**src/rtl/tank_controller.sv**
```systemverilog
// Tank controller: player tank motion with bound clamping, plus a
// single-bullet launcher that sequences IDLE -> FLIGHT -> COOLDOWN.
// Every output is a register; all motion advances only on frame_tick.
module tank_controller #(
  parameter int START_X         = 64,
  parameter int START_Y         = 416,
  parameter int TANK_SPEED      = 1,
  parameter int BULLET_SPEED    = 4,
  parameter int COOLDOWN_FRAMES = 8,
  parameter int PARK            = 1000
) (
  input  logic       vga_clk,
  input  logic       Reset,
  input  logic       frame_tick,
  input  logic [3:0] dir_req,
  input  logic       fire_btn,
  input  logic       bullet_hit,
  input  logic       tank_hit,
  output logic [9:0] tankx,
  output logic [9:0] tanky,
  output logic [3:0] TankDir,
  output logic       show_tank,
  output logic [9:0] bullet_x,
  output logic [9:0] bullet_y,
  output logic [3:0] bullet_dir,
  output logic       bullet_active
);

  localparam logic [10:0] TSPD   = 11'(TANK_SPEED);
  localparam logic [10:0] BSPD   = 11'(BULLET_SPEED);
  localparam logic [10:0] TX_MAX = 11'd608;
  localparam logic [10:0] TY_MAX = 11'd448;
  localparam logic [10:0] BX_MAX = 11'd632;
  localparam logic [10:0] BY_MAX = 11'd472;
  localparam logic [9:0]  PARK_V = 10'(PARK);
  localparam int          CW     = $clog2(COOLDOWN_FRAMES + 2);
  localparam logic [CW-1:0] CD_LOAD = CW'(COOLDOWN_FRAMES);

  typedef enum logic [1:0] {
    S_IDLE,
    S_FLIGHT,
    S_COOL
  } bstate_t;

  // Decrement that saturates at zero; the compare precedes the subtract so
  // the unsigned result can never wrap.
  function automatic logic [9:0] sat_dec(input logic [9:0] v, input logic [10:0] d);
    logic [10:0] w;
    w = {1'b0, v};
    if (w >= d) return 10'(w - d);
    else        return 10'd0;
  endfunction

  // Increment that saturates at the given upper bound.
  function automatic logic [9:0] sat_inc(input logic [9:0] v, input logic [10:0] d,
                                         input logic [10:0] max);
    logic [11:0] s;
    s = {2'b00, v} + {1'b0, d};
    if (s > {1'b0, max}) return 10'(max);
    else                 return 10'(s);
  endfunction

  // Up beats Down beats Left beats Right when several buttons are held.
  function automatic logic [3:0] pick_dir(input logic [3:0] r);
    if (r[0])      return 4'b0001;
    else if (r[1]) return 4'b0010;
    else if (r[2]) return 4'b0100;
    else           return 4'b1000;
  endfunction

  logic          alive;
  logic [3:0]    mv_dir;
  logic          fire_prev;
  logic          fire_edge;
  bstate_t       state, state_n;
  logic [CW-1:0] cd_cnt, cd_n;
  logic [9:0]    bx_n, by_n;
  logic [3:0]    bdir_n;
  logic          bact_n;
  logic          spawn_ok;
  logic [9:0]    spawn_x, spawn_y;
  logic          step_ok;
  logic [9:0]    step_x, step_y;

  // A hit in this very cycle already disables the tank's controls.
  assign alive     = show_tank & ~tank_hit;
  assign mv_dir    = pick_dir(dir_req);
  assign fire_edge = fire_btn & ~fire_prev;

  // Tank position, facing, liveness and the fire-button history register.
  always_ff @(posedge vga_clk) begin
    if (Reset) begin
      tankx     <= 10'(START_X);
      tanky     <= 10'(START_Y);
      TankDir   <= 4'b0001;
      show_tank <= 1'b1;
      fire_prev <= 1'b1;
    end else begin
      fire_prev <= fire_btn;
      if (tank_hit) show_tank <= 1'b0;
      if (frame_tick && alive && (dir_req != 4'b0000)) begin
        TankDir <= mv_dir;
        case (mv_dir)
          4'b0001: tanky <= sat_dec(tanky, TSPD);
          4'b0010: tanky <= sat_inc(tanky, TSPD, TY_MAX);
          4'b0100: tankx <= sat_dec(tankx, TSPD);
          default: tankx <= sat_inc(tankx, TSPD, TX_MAX);
        endcase
      end
    end
  end

  // Launch point just ahead of the tank's barrel, from the registered
  // (pre-move) tank position, and whether it still lies on the field.
  always_comb begin
    spawn_ok = 1'b0;
    spawn_x  = tankx;
    spawn_y  = tanky;
    case (TankDir)
      4'b0001: begin
        spawn_ok = ({1'b0, tanky} >= 11'd8) && ({1'b0, tankx} + 11'd12 <= BX_MAX);
        spawn_x  = 10'({1'b0, tankx} + 11'd12);
        spawn_y  = 10'({1'b0, tanky} - 11'd8);
      end
      4'b0010: begin
        spawn_ok = ({1'b0, tanky} + 11'd32 <= BY_MAX) && ({1'b0, tankx} + 11'd12 <= BX_MAX);
        spawn_x  = 10'({1'b0, tankx} + 11'd12);
        spawn_y  = 10'({1'b0, tanky} + 11'd32);
      end
      4'b0100: begin
        spawn_ok = ({1'b0, tankx} >= 11'd8) && ({1'b0, tanky} + 11'd12 <= BY_MAX);
        spawn_x  = 10'({1'b0, tankx} - 11'd8);
        spawn_y  = 10'({1'b0, tanky} + 11'd12);
      end
      4'b1000: begin
        spawn_ok = ({1'b0, tankx} + 11'd32 <= BX_MAX) && ({1'b0, tanky} + 11'd12 <= BY_MAX);
        spawn_x  = 10'({1'b0, tankx} + 11'd32);
        spawn_y  = 10'({1'b0, tanky} + 11'd12);
      end
      default: spawn_ok = 1'b0;
    endcase
  end

  // Next bullet position one frame ahead, flagged if it would leave the field.
  always_comb begin
    step_ok = 1'b0;
    step_x  = bullet_x;
    step_y  = bullet_y;
    case (bullet_dir)
      4'b0001: begin
        step_ok = ({1'b0, bullet_y} >= BSPD);
        step_y  = 10'({1'b0, bullet_y} - BSPD);
      end
      4'b0010: begin
        step_ok = ({1'b0, bullet_y} + BSPD <= BY_MAX);
        step_y  = 10'({1'b0, bullet_y} + BSPD);
      end
      4'b0100: begin
        step_ok = ({1'b0, bullet_x} >= BSPD);
        step_x  = 10'({1'b0, bullet_x} - BSPD);
      end
      4'b1000: begin
        step_ok = ({1'b0, bullet_x} + BSPD <= BX_MAX);
        step_x  = 10'({1'b0, bullet_x} + BSPD);
      end
      default: step_ok = 1'b0;
    endcase
  end

  // Bullet FSM next-state and next-output logic; a hit outranks a frame move.
  always_comb begin
    logic go_cool;
    go_cool = 1'b0;
    state_n = state;
    cd_n    = cd_cnt;
    bx_n    = bullet_x;
    by_n    = bullet_y;
    bdir_n  = bullet_dir;
    bact_n  = bullet_active;
    case (state)
      S_IDLE: begin
        if (fire_edge && alive && spawn_ok) begin
          state_n = S_FLIGHT;
          bx_n    = spawn_x;
          by_n    = spawn_y;
          bdir_n  = TankDir;
          bact_n  = 1'b1;
        end
      end
      S_FLIGHT: begin
        if (bullet_hit) begin
          go_cool = 1'b1;
        end else if (frame_tick) begin
          if (step_ok) begin
            bx_n = step_x;
            by_n = step_y;
          end else begin
            go_cool = 1'b1;
          end
        end
      end
      S_COOL: begin
        if (frame_tick) begin
          if (cd_cnt <= CW'(1)) begin
            state_n = S_IDLE;
            cd_n    = '0;
          end else begin
            cd_n = cd_cnt - CW'(1);
          end
        end
      end
      default: state_n = S_IDLE;
    endcase
    if (go_cool) begin
      state_n = S_COOL;
      bact_n  = 1'b0;
      bx_n    = PARK_V;
      by_n    = PARK_V;
      cd_n    = CD_LOAD;
    end
  end

  // Bullet FSM state and registered bullet outputs.
  always_ff @(posedge vga_clk) begin
    if (Reset) begin
      state         <= S_IDLE;
      cd_cnt        <= '0;
      bullet_x      <= PARK_V;
      bullet_y      <= PARK_V;
      bullet_dir    <= 4'b0001;
      bullet_active <= 1'b0;
    end else begin
      state         <= state_n;
      cd_cnt        <= cd_n;
      bullet_x      <= bx_n;
      bullet_y      <= by_n;
      bullet_dir    <= bdir_n;
      bullet_active <= bact_n;
    end
  end

endmodule

```
**config.mk**
```make
export PLATFORM = sky130hd
export DESIGN_NAME = tank_controller
export DESIGN_NICKNAME = d
export VERILOG_FILES = /design/src/rtl/tank_controller.sv
export SDC_FILE = /design/constraint.sdc
export NUM_CORES = 1
export LEC_CHECK = 0
export BUFFER_PORTS_ARGS = -buffer_cell sky130_fd_sc_hd__buf_2
export CAP_MARGIN = 5
export CORE_MARGIN = 1
export CORE_UTILIZATION = 40
export DETAILED_ROUTE_END_ITERATION = 10
export GPL_TIMING_DRIVEN = 0
export SKIP_CTS_REPAIR_TIMING = 1
export SLEW_MARGIN = 10
export SYNTH_ARGS = -nofsm -noshare
export SYNTH_HDL_FRONTEND = slang
export SYNTH_SLANG_ARGS = --single-unit
```
**constraint.sdc**
```tcl
create_clock -name vga_clk -period 9 [get_ports vga_clk]
set_clock_uncertainty 0.1 [all_clocks]
set_input_delay 0.45 -clock vga_clk [delete_from_list [all_inputs] [get_ports vga_clk]]
set_output_delay 0.45 -clock vga_clk [all_outputs]
set_load 0.03 [all_outputs]
```
==> qor.csv <==
metric,value,unit
outcome,finished clean,
leakagePower,2.42,nW
r2r-end,bullet_x[4],
fin_nets,910,
start_kind,flop,
min_period,3960,ps
reg2reg_from,tanky[3],
dp_hpwl,14200,um
clk_latency,340,ps
grt_setup_unrepaired,no,
yosysWarningCount,0,
arrival,4120,ps
syn_area_per_cell,7.14,um^2
max_slew_margin,26.4,%
clock-root-buffer,clkbuf_16,
routedWlPerCell,18.1,um
synth_edf_count,0,
cts_sinks,57,
grt_max_degree,13,
synth_top_family_by_area,compound AO/OA/AOI/OAI gates,
endpoint,bullet_x[4],
global_route.usage.total,26.5,%
nFillCells,1447,
dp.cells,1029,
area_delta_synth_final,15.0,%
die_area,14600,um^2
core,13800,um^2
antenna_left,0,
synth_top_flop_cell,dfxtp_1,
crit_type,flop to flop,
crit_fanout,9,
finalNonFillerCells,1045,
synth_top_area_share,20.2,%
htreeDepth,3,
synthMuxAreaShare,1.97,%
grt_pass1_wl,30300,um
slew_violations,0,
synth_xor_area_share,4.65,%
critPathLaunch,tanky[3],
fin_setup_tns,0,ps
drcViolationCount,0,
fmax,253,MHz
hold_slack,204,ps
cts_buffers,9,
max-cap-violations,0,
ir_worst_vdd,0.0566,mV
total_power,793,uW
yosys.area_share.adder,8.86,%
synth_cell_type_count,77,
final_layout_size_suffix_gt1_share,11.7,%
r2r_setup_slack,5040,ps
vias,6406,
synthCells,791,
hold_path.class,primary input to flop,
cts_tree,built,
initial_core_util,40.8,%
min_period_over_period,44.0,%
finalWirelength,18900,um
routed_via_density,6.13,
antenna_found_initial,0,
path_clk_slew,50,ps
synth_area_leaders,"dfxtp_1 (20%), ha_1 (8.9%), nor2_1 (5.7%)",
grt_pass1_vias,5588,
floorplan.die.height,121,um
num_rows,43,
grt_overflow,0,
drtIter0Drc,617,
r2r_cells,11,
async_flop_share,0,%
ioPinCount,60,
dr.pass1.iters,5,
ys_seq_area_share,20.2,%
ys_ff_latch,57,
finalSetupViolCount,0,
power_density,122,nW/um^2
port-buffer-count,58,
cp.required,9160,ps
synthSimpleGateAreaFrac,28.6,%
hold_violations,0,
endpoint_kind,flop,
yosys.area.top_type,dfxtp_1,
num_antenna_cells,0,
synth_compound_area_share,29.8,%
gp_congestion,0.931,
synth.cell_area,5650,um^2
synth_fp_nets,841,
cts_buffer_depth,2,
fin_util,47.0,%
die_w,121,um
worst_pin_slew,1100,ps
==> critical path, cell delays in order, from the launching register on <==
cell and delay, ps:
dfxtp_1 480, clkbuf_1 370, inv_1 200, ha_1 340, xor2_1 180, a311oi_1 390
o311ai_0 200, o211ai_1 390, o32ai_4 170, a21oi_1 620, o21ai_0 230, a21oi_1 200
==> flip-flops by register name, summed over array words and instances, names as in the netlist <==
| name | flops |
|---|---|
| bullet_active | 1 |
| fire_prev | 1 |
| TankDir | 4 |
| tankx | 10 |
| tanky | 10 |
| bullet_dir | 4 |
| bullet_x | 10 |
| show_tank | 1 |
| state | 2 |
| cd_cnt | 4 |
| bullet_y | 10 |
==> Yosys cell counts, types with 11 or more instances <==
master	count
a211oi_1	11
a21oi_1	64
a31oi_1	17
and3_1	12
clkbuf_1	44
dfxtp_1	57
ha_1	40
inv_1	28
nand2_1	65
nand3_1	44
nand4_1	11
nor2_1	86
nor3_1	27
o211ai_1	11
o21ai_0	55
xnor2_1	20
==> cell type report <==
cell class                 count  area [um^2]  area share [%]
tap                          180          225            3.47
inverter                      29          109            1.68
clock inverter                 5         77.6            1.19
sequential                    57         1140            17.6
buffer                        55          226            3.49
multi-input combinational    650         4170            64.2
clock buffer                  11          253            3.89
timing repair buffer          58          290            4.47
==> routing by layer <==
layer | vias up | track usage (%) | wire length, um
met1 | 3001 | 37.7 | 9100
met4 | 0 | 11.0 | 500
met2 | 275 | 40.4 | 8150
met3 | 38 | 2.78 | 1120
met5 | - | 0 | 0
li1 | 3092 | - | -
==> kinds of logic (layout without fill, tap and decap cells) <==
family	Yosys count	after routing
multiplexers	11	11
buffers and inverters	84	158
AO/OA/AOI/OAI	251	251
XOR/XNOR	30	30
flip-flops	57	57
AND/OR/NAND/NOR	318	318
adder cells (fa/ha/maj)	40	40
==> metrics by stage <==
| stage | cell area [um^2] | setup WS, ps |
|---|---|---|
| 6_report | 6490 | 5040 |
| 3_5_place_dp | 6160 | 5140 |
| 3_3_place_gp | 6160 | 5210 |
| 2_1_floorplan | 5650 | 5770 |
| 5_1_grt | 6490 | 4750 |
| 4_1_cts | 6490 | 5120 |
==> cells in the final DEF (no fill, tap or decap), types with 9 or more instances in the layout <==
master,synthesis,layout
mux2i_1,10,10
nor3_1,27,27
clkbuf_1,44,44
clkbuf_16,0,9
buf_2,6,64
o211ai_1,11,11
a31oi_1,17,17
nand3_1,44,44
dfxtp_1,57,57
xor2_1,10,10
o21ai_0,55,55
ha_1,40,40
and3_1,12,12
inv_1,28,28
a211oi_1,11,11
o22ai_1,9,9
xnor2_1,20,20
nand2_1,65,65
nor2_1,86,86
and2_1,9,9
nand2b_1,10,10
a21oi_1,64,64
nand4_1,11,11
==> worst min path at each step <==
| stage | from | endpoint | slack [ps] | depth (start not counted) |
|---|---|---|---|---|
| CTS | fire_btn | fire_prev | 200 | 2 |
| detailed placement | bullet_active | bullet_active | 360 | 2 |
| finish | fire_btn | fire_prev | 200 | 2 |
| floorplan | cd_cnt[1] | cd_cnt[1] | 370 | 2 |
| global route | fire_btn | fire_prev | 220 | 2 |
| global placement | bullet_active | bullet_active | 350 | 2 |
==> report_power, final <==
group / total (mW) / internal [mW] / switching, mW
sequential: 0.270 / 0.259 / 0.0111
combinational: 0.137 / 0.0444 / 0.0925
clock: 0.386 / 0.256 / 0.129
Note: power is estimated with default switching activity, not from simulation.
